$ cat src/rtl/cache_pkg.sv
// Shared types and width helpers for the line write merger and its byte-merge datapath.
// Latency: n/a (types and constant functions only).
// Backpressure: n/a.
package cache_pkg;

    typedef enum logic [1:0] {
        ST_IDLE    = 2'd0,
        ST_COLLECT = 2'd1,
        ST_READ    = 2'd2,
        ST_WRITE   = 2'd3
    } state_t;

    // Ceiling log2; clog2(1) == 0.
    function automatic int clog2(input int value);
        int r;
        r = 0;
        for (int i = 0; i < 31; i++) begin
            if ((1 << i) < value) begin
                r = i + 1;
            end
        end
        return r;
    endfunction

    function automatic int bpw(input int word_width);
        return word_width / 8;
    endfunction

    function automatic int offset_width(input int word_width, input int word_count);
        return clog2(bpw(word_width) * word_count);
    endfunction

    function automatic int tag_width(input int addr_width, input int word_width,
                                     input int word_count);
        return addr_width - offset_width(word_width, word_count);
    endfunction

endpackage

$ cat src/rtl/line_byte_merge.sv
// Byte-masked merge of one word into a line, also marking the written bytes valid.
// Latency: purely combinational.
// Backpressure: none; pure function of its inputs.
// Ports: line_in/mask_in (current line and per-byte valid), word/bval/word_idx (word to
//        merge, byte enables, target word slot), line_out/mask_out (merged result).
module line_byte_merge
    import cache_pkg::*;
#(
    parameter int WORD_WIDTH = 32,
    parameter int WORD_COUNT = 4,
    parameter int IDX_W      = 2
) (
    input  logic [WORD_WIDTH*WORD_COUNT-1:0]       line_in,
    input  logic [(WORD_WIDTH/8)*WORD_COUNT-1:0]   mask_in,
    input  logic [WORD_WIDTH-1:0]                  word,
    input  logic [WORD_WIDTH/8-1:0]                bval,
    input  logic [IDX_W-1:0]                       word_idx,
    output logic [WORD_WIDTH*WORD_COUNT-1:0]       line_out,
    output logic [(WORD_WIDTH/8)*WORD_COUNT-1:0]   mask_out
);

    localparam int BPW = bpw(WORD_WIDTH);

    always_comb begin
        line_out = line_in;
        mask_out = mask_in;
        for (int w = 0; w < WORD_COUNT; w++) begin
            if (word_idx == IDX_W'(w)) begin
                for (int b = 0; b < BPW; b++) begin
                    if (bval[b]) begin
                        line_out[w*WORD_WIDTH + 8*b +: 8] = word[8*b +: 8];
                        mask_out[w*BPW + b]               = 1'b1;
                    end
                end
            end
        end
    end

endmodule

$ cat src/rtl/line_write_merger.sv
// Collects byte-masked stores to one cache line and writes the merged line back once.
// Latency: full line -> wb_valid 1 cycle after eviction trigger; partial -> rd_req 1 cycle
//          after trigger, wb_valid 1 cycle after rd_ack.
// Backpressure: wr_ready low outside IDLE/matching-COLLECT; rd_ack and wb_ready stall freely.
// Ports: wr_* store request (valid/ready), flush evicts the current line, busy = not IDLE,
//        rd_req/rd_addr/rd_ack/rd_line fetch of missing bytes, wb_* merged-line writeback.
module line_write_merger
    import cache_pkg::*;
#(
    parameter int WORD_WIDTH = 32,
    parameter int WORD_COUNT = 4,
    parameter int ADDR_WIDTH = 32,
    parameter int TIMEOUT    = 15
) (
    input  logic                                            clk,
    input  logic                                            rst,
    input  logic                                            wr_valid,
    output logic                                            wr_ready,
    input  logic [ADDR_WIDTH-1:0]                           wr_addr,
    input  logic [WORD_WIDTH-1:0]                           wr_data,
    input  logic [WORD_WIDTH/8-1:0]                         wr_bval,
    input  logic                                            flush,
    output logic                                            busy,
    output logic                                            rd_req,
    output logic [tag_width(ADDR_WIDTH, WORD_WIDTH, WORD_COUNT)-1:0] rd_addr,
    input  logic                                            rd_ack,
    input  logic [WORD_WIDTH*WORD_COUNT-1:0]                rd_line,
    output logic                                            wb_valid,
    input  logic                                            wb_ready,
    output logic [tag_width(ADDR_WIDTH, WORD_WIDTH, WORD_COUNT)-1:0] wb_addr,
    output logic [WORD_WIDTH*WORD_COUNT-1:0]                wb_line
);

    localparam int BPW          = bpw(WORD_WIDTH);
    localparam int LINE_BYTES   = BPW * WORD_COUNT;
    localparam int LINE_WIDTH   = WORD_WIDTH * WORD_COUNT;
    localparam int OFFSET_WIDTH = offset_width(WORD_WIDTH, WORD_COUNT);
    localparam int TAG_WIDTH    = tag_width(ADDR_WIDTH, WORD_WIDTH, WORD_COUNT);
    localparam int BOFF         = clog2(BPW);
    localparam int IDX_W        = (WORD_COUNT > 1) ? clog2(WORD_COUNT) : 1;
    localparam int TMR_W        = (TIMEOUT > 0) ? clog2(TIMEOUT + 1) : 1;
    localparam logic [TMR_W-1:0] TMR_MAX = TMR_W'(TIMEOUT);

    state_t                  state_q, state_d;
    logic [TAG_WIDTH-1:0]    tag_q, tag_d;
    logic [LINE_BYTES-1:0]   mask_q, mask_d;
    logic [LINE_WIDTH-1:0]   line_q, line_d;
    logic [TMR_W-1:0]        timer_q, timer_d;
    logic [TAG_WIDTH-1:0]    rd_addr_d, wb_addr_d;
    logic [LINE_WIDTH-1:0]   wb_line_d;

    logic [TAG_WIDTH-1:0]    wr_tag;
    logic [IDX_W-1:0]        word_idx;
    logic                    tag_match;
    logic                    accept;
    logic [LINE_BYTES-1:0]   merge_mask_in;
    logic [LINE_WIDTH-1:0]   merge_line;
    logic [LINE_BYTES-1:0]   merge_mask;

    assign wr_tag    = wr_addr[ADDR_WIDTH-1:OFFSET_WIDTH];
    assign word_idx  = IDX_W'(wr_addr[OFFSET_WIDTH-1:0] >> BOFF);
    assign tag_match = (wr_tag == tag_q);

    // wr_ready is forced low during reset even though the state register already reads IDLE.
    always_comb begin
        wr_ready = 1'b0;
        if (!rst) begin
            case (state_q)
                ST_IDLE:    wr_ready = 1'b1;
                ST_COLLECT: wr_ready = tag_match;
                default:    wr_ready = 1'b0;
            endcase
        end
    end

    assign accept   = wr_valid & wr_ready;
    assign busy     = (state_q != ST_IDLE);
    assign rd_req   = (state_q == ST_READ);
    assign wb_valid = (state_q == ST_WRITE);

    // A new line starts from an empty mask; stale buffer bytes are ignored because their
    // mask bits are zero and they are replaced by fetched bytes before writeback.
    assign merge_mask_in = (state_q == ST_IDLE) ? '0 : mask_q;

    line_byte_merge #(
        .WORD_WIDTH (WORD_WIDTH),
        .WORD_COUNT (WORD_COUNT),
        .IDX_W      (IDX_W)
    ) u_store_merge (
        .line_in  (line_q),
        .mask_in  (merge_mask_in),
        .word     (wr_data),
        .bval     (wr_bval),
        .word_idx (word_idx),
        .line_out (merge_line),
        .mask_out (merge_mask)
    );

    // Fill path: each stage writes one word of rd_line into the bytes the buffer does not
    // yet own (inverted mask as byte enables), so buffered store data always wins.
    logic [LINE_WIDTH-1:0] fill_line [WORD_COUNT+1];
    logic [LINE_BYTES-1:0] fill_mask [WORD_COUNT+1];

    assign fill_line[0] = line_q;
    assign fill_mask[0] = mask_q;

    for (genvar w = 0; w < WORD_COUNT; w++) begin : g_fill
        line_byte_merge #(
            .WORD_WIDTH (WORD_WIDTH),
            .WORD_COUNT (WORD_COUNT),
            .IDX_W      (IDX_W)
        ) u_fill_merge (
            .line_in  (fill_line[w]),
            .mask_in  (fill_mask[w]),
            .word     (rd_line[w*WORD_WIDTH +: WORD_WIDTH]),
            .bval     (~fill_mask[w][w*BPW +: BPW]),
            .word_idx (IDX_W'(w)),
            .line_out (fill_line[w+1]),
            .mask_out (fill_mask[w+1])
        );
    end

    always_comb begin
        state_d   = state_q;
        tag_d     = tag_q;
        mask_d    = mask_q;
        line_d    = line_q;
        timer_d   = timer_q;
        rd_addr_d = rd_addr;
        wb_addr_d = wb_addr;
        wb_line_d = wb_line;

        case (state_q)
            ST_IDLE: begin
                if (accept) begin
                    tag_d   = wr_tag;
                    mask_d  = merge_mask;
                    line_d  = merge_line;
                    timer_d = '0;
                    state_d = ST_COLLECT;
                end
            end

            ST_COLLECT: begin
                if (accept) begin
                    mask_d  = merge_mask;
                    line_d  = merge_line;
                    timer_d = '0;
                end else if (timer_q != TMR_MAX) begin
                    timer_d = timer_q + 1'b1;
                end
                // The timeout compares the updated count, so the TIMEOUT-th consecutive idle
                // cycle is itself the trigger cycle. A same-cycle store is already in mask_d.
                if (flush || (wr_valid && !tag_match) || (timer_d == TMR_MAX)) begin
                    if (&mask_d) begin
                        wb_addr_d = tag_q;
                        wb_line_d = line_d;
                        state_d   = ST_WRITE;
                    end else begin
                        rd_addr_d = tag_q;
                        state_d   = ST_READ;
                    end
                end
            end

            ST_READ: begin
                if (rd_ack) begin
                    wb_addr_d = tag_q;
                    wb_line_d = fill_line[WORD_COUNT];
                    mask_d    = fill_mask[WORD_COUNT];
                    state_d   = ST_WRITE;
                end
            end

            ST_WRITE: begin
                if (wb_ready) begin
                    mask_d  = '0;
                    state_d = ST_IDLE;
                end
            end

            default: state_d = ST_IDLE;
        endcase
    end

    always_ff @(posedge clk or posedge rst) begin
        if (rst) begin
            state_q <= ST_IDLE;
            tag_q   <= '0;
            mask_q  <= '0;
            line_q  <= '0;
            timer_q <= '0;
            rd_addr <= '0;
            wb_addr <= '0;
            wb_line <= '0;
        end else begin
            state_q <= state_d;
            tag_q   <= tag_d;
            mask_q  <= mask_d;
            line_q  <= line_d;
            timer_q <= timer_d;
            rd_addr <= rd_addr_d;
            wb_addr <= wb_addr_d;
            wb_line <= wb_line_d;
        end
    end

endmodule

$ cat config.mk
export PLATFORM = sky130hd
export DESIGN_NAME = line_write_merger
export DESIGN_NICKNAME = d
export VERILOG_FILES = /design/src/rtl/cache_pkg.sv /design/src/rtl/line_byte_merge.sv /design/src/rtl/line_write_merger.sv
export SDC_FILE = /design/constraint.sdc
export NUM_CORES = 1
export LEC_CHECK = 0
export BUFFER_PORTS_ARGS = -buffer_cell sky130_fd_sc_hd__buf_2
export CAP_MARGIN = 20
export CORE_AREA = 2 2 239 241
export CTS_CLUSTER_SIZE = 25
export DETAILED_ROUTE_END_ITERATION = 16
export DIE_AREA = 0 0 241 243
export PLACE_DENSITY = 0.74
export SETUP_SLACK_MARGIN = 0.2
export SYNTH_ARGS = -nofsm -noshare
export SYNTH_HDL_FRONTEND = slang
export SYNTH_HIERARCHICAL = 1
export SYNTH_SLANG_ARGS = --single-unit
$ cat constraint.sdc
create_clock -name clk -period 16 [get_ports clk]
set_input_delay 1.6 -clock clk [delete_from_list [all_inputs] [get_ports clk]]
set_output_delay 1.6 -clock clk [all_outputs]
set_load 0.02 [all_outputs]
* Word level (Yosys, flattened, before mapping)
Index checks and enable logic that the tools add are counted.
** Word-level totals
- Bits in registers :: 362
- Latch bits :: 0
- Bits in writable memories :: 0
- ROM bits :: 0
- Input bits :: 202
- Word-level logic and storage cells :: 192
- Memories kept :: 0
** Cells by class
- Add/sub/neg operators :: 1
- Multiply operators :: 0
- Div/mod/pow operators :: 0
- Order comparisons :: 0
- Equal/unequal tests :: 30
- Shift-type cells :: 0
- Multiplexer cells :: 100
- Bitwise logic cells :: 6
- Reductions and logical operators :: 32
** Operators with widths (count)
- 128-bit 2-to-1 mux :: 4
- 8-bit 2-to-1 mux :: 32
- 128-bit one-hot mux with 2 select lines :: 1
- 32-bit 2-to-1 mux :: 4
- 28-bit 2-to-1 mux :: 3
- 16-bit 2-to-1 mux :: 5
- 16-bit one-hot mux with 4 select lines :: 1
- 28-bit one-hot mux with 2 select lines :: 1
- 3-bit AND reduction :: 17
- 2-bit by 1-bit != test with 1-bit output, second input constant :: 18
- 1-bit 2-to-1 mux :: 34
- 4-bit 2-to-1 mux :: 8
- 28-bit == test :: 1
- 4-bit inverter :: 4
- 16-bit AND reduction :: 1
- 2-bit == test, second input constant :: 4
- 2-bit 2-to-1 mux :: 4
- 2-bit one-hot mux with 4 select lines :: 1
- 4-bit one-hot mux with 2 select lines :: 1
- 4-bit AND reduction :: 2
- 2-bit != test, second input constant :: 3
- 2-bit nonzero test :: 3
- 4-bit by 1-bit adder with 4-bit output, second input constant :: 1
- 2-bit by 1-bit == test with 1-bit output, second input constant :: 2
- 11 further kinds :: 14

* Longest topological paths before layout
- Word-level depth :: 10
- Gate-level depth with buffers :: 15
- Mapped depth without buffers :: 14

* Hierarchy
Netlist, hierarchy kept.
** By module, submodules not included
- line_write_merger :: times used 1, cells each 1086, area an instance 15950.3 um^2, seq. area each 9058.7 um^2
- line_byte_merge :: times used 5, cells each 164, area an instance 1819.2 um^2, seq. area each 0.0 um^2

* Least setup slack after synthesis
No wires, ideal clock.
- Path type :: input-to-output
- From :: input port wr_addr[19]
- To :: output port wr_ready
- Arrival time :: 2.842 ns
- Setup slack :: 11.558 ns
- Stages on the path :: 5
- Buffers on the path :: 0
- Path through :: xor2_1 -> nor4_1 -> nand4_1 -> or2_2 -> a21oi_1
** On the way
- Cells in the longest elaborated chain, start to end :: 3
** Ends and longest elaborated chain
- start: declaration :: RTL line line_write_merger.sv:19 : input logic [ADDR_WIDTH-1:0] wr_addr,
- 28-bit == test :: RTL line line_write_merger.sv:62 : assign tag_match = (wr_tag == tag_q);
- 1-bit one-hot mux with 2 select lines :: RTL line line_write_merger.sv:68 : case (state_q)
- 1-bit 2-to-1 mux :: RTL line line_write_merger.sv:67 : if (!rst) begin
- end: declaration :: RTL line line_write_merger.sv:18 : output logic wr_ready,
No other way between the ends.

* Worst setup path in the final report
- From :: input port wr_addr[19]
- To :: register wb_line[39]
** On the way
- Cells in the longest elaborated chain, start to end :: 10
** Ends and longest elaborated chain
- 28-bit == test (*) :: RTL line line_write_merger.sv:62
- 1-bit one-hot mux with 2 select lines :: RTL line line_write_merger.sv:68
- 1-bit 2-to-1 mux :: RTL line line_write_merger.sv:67
- 1-bit AND :: RTL line line_write_merger.sv:76 : assign accept = wr_valid & wr_ready;
- 4-bit 2-to-1 mux :: RTL line line_write_merger.sv:145 : if (accept) begin
- 4-bit 2-to-1 mux :: RTL line line_write_merger.sv:133 : case (state_q)
- 4-bit == test :: RTL line line_write_merger.sv:154 : if (flush || (wr_valid && !tag_match) || (timer_d == TMR_MAX)) begin
- 1-bit logical OR :: RTL line line_write_merger.sv:154
- 2-bit != test (no line)
- 4-bit AND reduction (no line)
- end signal: assignment :: RTL line line_write_merger.sv:204 : wb_line <= wb_line_d;
- end: declaration :: RTL line line_write_merger.sv:31 : output logic [WORD_WIDTH*WORD_COUNT-1:0] wb_line
Mark *: on every way between the ends. The rest lies on a longest branch, timed or not. The select of a mux whose other input is x is not followed.
A chain may end at the register's enable or synchronous reset.

==> qor.csv <==
stage;metric;value;unit
critical_path;cell mode on critical path;buf_4;
critical_path;crit-path cells;buf_2, xor2_1, nor4_1, nand4_1, o21a_4, mux2_4, o211ai_1, buf_4, buf_4, mux2_2;
global_routing;first-pass GRT wire length;112.8;mm
synth;main area contributors after synthesis;mux2_2 49%, dfrtp_1 36%, nand3b_4 1.6%;
synth;syn avg cell area;13.14;µm²
clock_network;CTS tree;done;
synth;area share of the largest cell type after synthesis;48.96;%
final_layout;layout cells sized above 1;73.21;%
placed_design;DP Worst Slack;9834;ps
floorplan;core area;0.05595;mm²
clock_network;clock network latency to the later pin of the worst-skew pair;580;ps
synth;Synth Flop Type;dfrtp_1;
routing;DRT antenna net count;0;
global_routing;Overflow after GRT;0;
placed_design;placed cell count;2986;
timing;RSZ-0062 raised after global routing;false;
clock_network;CTS resizes;0;
floorplan;die height;243;µm
timing;Min Hold Slack;498.0;ps
timing;max_slew headroom;27.04;%
power;Leak;14.12;nW
placed_design;Placed Area;0.02756;mm²
power;total power;5.446;mW
synth;Post-Synthesis Cells;1906;
outcome;status;finished clean;
final_layout;area grow syn2layout;16.55;%
clock_network;Reg clk slew, reported paths;50;ps
final_layout;commonest cells after routing, fill and taps aside;1089 x mux2_2, 387 x buf_2, 362 x dfrtp_1;
global_routing;antenna violations before repair;21;
routing;WL final;74.23;mm
synth;fraction of the yosys area taken by sequential cells;36.17;%
clock_network;clk buf depth;3;
synth;yosys warns;6;
critical_path;WS Path Type;input port to register;
routing;1st-iter DRT viols;837;
synth;Unique masters post-synth;44;
final_layout;Cell Count, Final, Fillers Out;3082;
final_layout;most common cell after layout, fill and taps aside;mux2_2;
final_layout;post-layout util;52.17;%
floorplan;die area;0.05856;mm²
clock_network;H-tree levels;2;
synth;Async SR Flop Fraction;100.0;%
hold_path;Worst Hold Class;register to register;
timing;max-slew violations;0;
floorplan;IO Pins;390;
timing;Setup violations, final;0;
final_layout;Fillers;4836;
routing;via count;17535;
timing;final worst slack;10540;ps
timing;Layout Skew;26.22;ps
timing;minimum clock period;5459;ps
final_layout;fin area;0.02919;mm²
routing;DRC Markers;0;
clock_network;CTS Buf Count;44;
timing;setup TNS;0;ps
critical_path;Worst setup EP type;register;
run;Max Cap Viol;0;
placed_design;DPL Wire Length;50.31;mm
critical_path;Critical Path Start Type;input port;
synth;Synth Cell Area;0.02505;mm²
critical_path;critical path's slowest cell;buf_4;
routing;Avg WL per Cell;24.09;µm
floorplan;width of the die;241;µm
clock_network;CTS sink count;362;
final_layout;Layout Nets;2486;
floorplan;Initial Util;44.76;%
critical_path;Max stage delay on crit path;760;ps
placed_design;IO Port Bufs;387;
critical_path;Required @ worst endpoint;16460;ps
clock_network;CTS Hold Buffers Added;0;
global_routing;vias in the first global route;18945;
synth;Yosys reg bits;362;
timing;FMAX;183.2;MHz
timing;Final Hold Fails;0;
clock_network;postcts setup bufs;0;
power;Power Dens Cells;186.6;mW/mm²
global_routing;largest net degree at the start of global routing;146;
clock_network;clock root cell;clkbuf_16;
global_routing;total track usage;25.22;%
critical_path;Critical Path AT;5910;ps
placed_design;Placer Congestion;0.8417;
power;maximum vdd drop;0.1574;mV
routing;Via density;5.689;
timing;fin crit share;34.12;%
critical_path;crit-path max FO;69;
routing;drt pass-1 iters;5;
synth;number of synthesized flops with an enable pin;0;
synth;Synth area leader;mux2_2;
timing;Tightest Pin Transition;1094;ps
floorplan;# rows;87;
-- power by group --
part,internal (mW),switching [mW]
Clock,0.639,0.419
Sequential,1.29,0.255
Combinational,1.51,1.33
-- sequential cells by signal, indices dropped and copies added, names as in the netlist --
signal   cells
wb_addr     28
line_q     128
wb_line    128
mask_q      16
tag_q       28
rd_addr     28
timer_q      4
state_q      2
-- cell usage after synthesis (20+ instances only) --
cell and n:
clkbuf_1 31, nor3b_4 20, mux2_4 21, mux2_2 1089
or2_2 21, buf_4 25, nand2_1 26, nand2b_1 61
inv_1 24, nand3b_2 20, xor2_1 28, nand3b_4 20
nand3_2 20, dfrtp_1 362
-- path summary, 6_finish.rpt --
path | startpoint | end | slack, ps | depth (start not counted)
min in group asynchronous | rst | wb_addr[3] | 1120 | 2
max in group asynchronous | rst | line_q[105] | 12940 | 5
worst max register to register | state_q[1] | wb_line[39] | 10870 | 10
worst max-delay path | wr_addr[19] | wb_line[39] | 10540 | 10
worst min register to register | wb_line[37] | wb_line[37] | 500 | 1
worst min-delay path | wb_line[37] | wb_line[37] | 500 | 1
-- layer usage --
layer / up-vias / routed length [µm] / part of all wire (%) / GRT usage [%]
met5: - / 109 / 0.15 / 0
met2: 538 / 36750 / 50 / 42.98
met4: 16 / 2665 / 3.6 / 9.967
met3: 198 / 4963 / 6.7 / 6.460
met1: 8912 / 29750 / 40 / 30.20
li1: 7871 / - / - / -
-- kinds of logic (layout without fill, tap and decap cells) --
family          after synthesis  in the layout  synth area share (%)
simple gates                238            238                 8.517
mux                        1110           1110                 50.22
buf+inv                     105            507                 2.393
fa+ha+maj                     5              5                0.2498
xor+xnor                     28             28                0.9791
compound gates               56             56                 1.444
other cells                   2             20               0.02998
flops                       362            362                 36.17
-- critical path, delay by kind of cell --
| kind | cells | cell delay [ps] |
|---|---|---|
| AND/OR/NAND/NOR | 2 | 840 |
| AO/OA/AOI/OAI | 2 | 710 |
| multiplexers | 2 | 850 |
| XOR/XNOR | 1 | 140 |
| buffers and inverters | 3 | 1600 |
-- cell type report --
cell class                 instances  area [µm²]  share of cell area (%)
antenna                           12       30.03                  0.1029
clock buffer                      62        1280                   4.385
clock inverter                    19       234.0                  0.8015
inverter                          24       97.59                  0.3343
multi-input combinational       1445       15430                   52.88
sequential                       362        9059                   31.03
tap                              756       945.9                   3.240
timing repair buffer             402        2110                   7.227
Power figures use the tool's default switching activity.
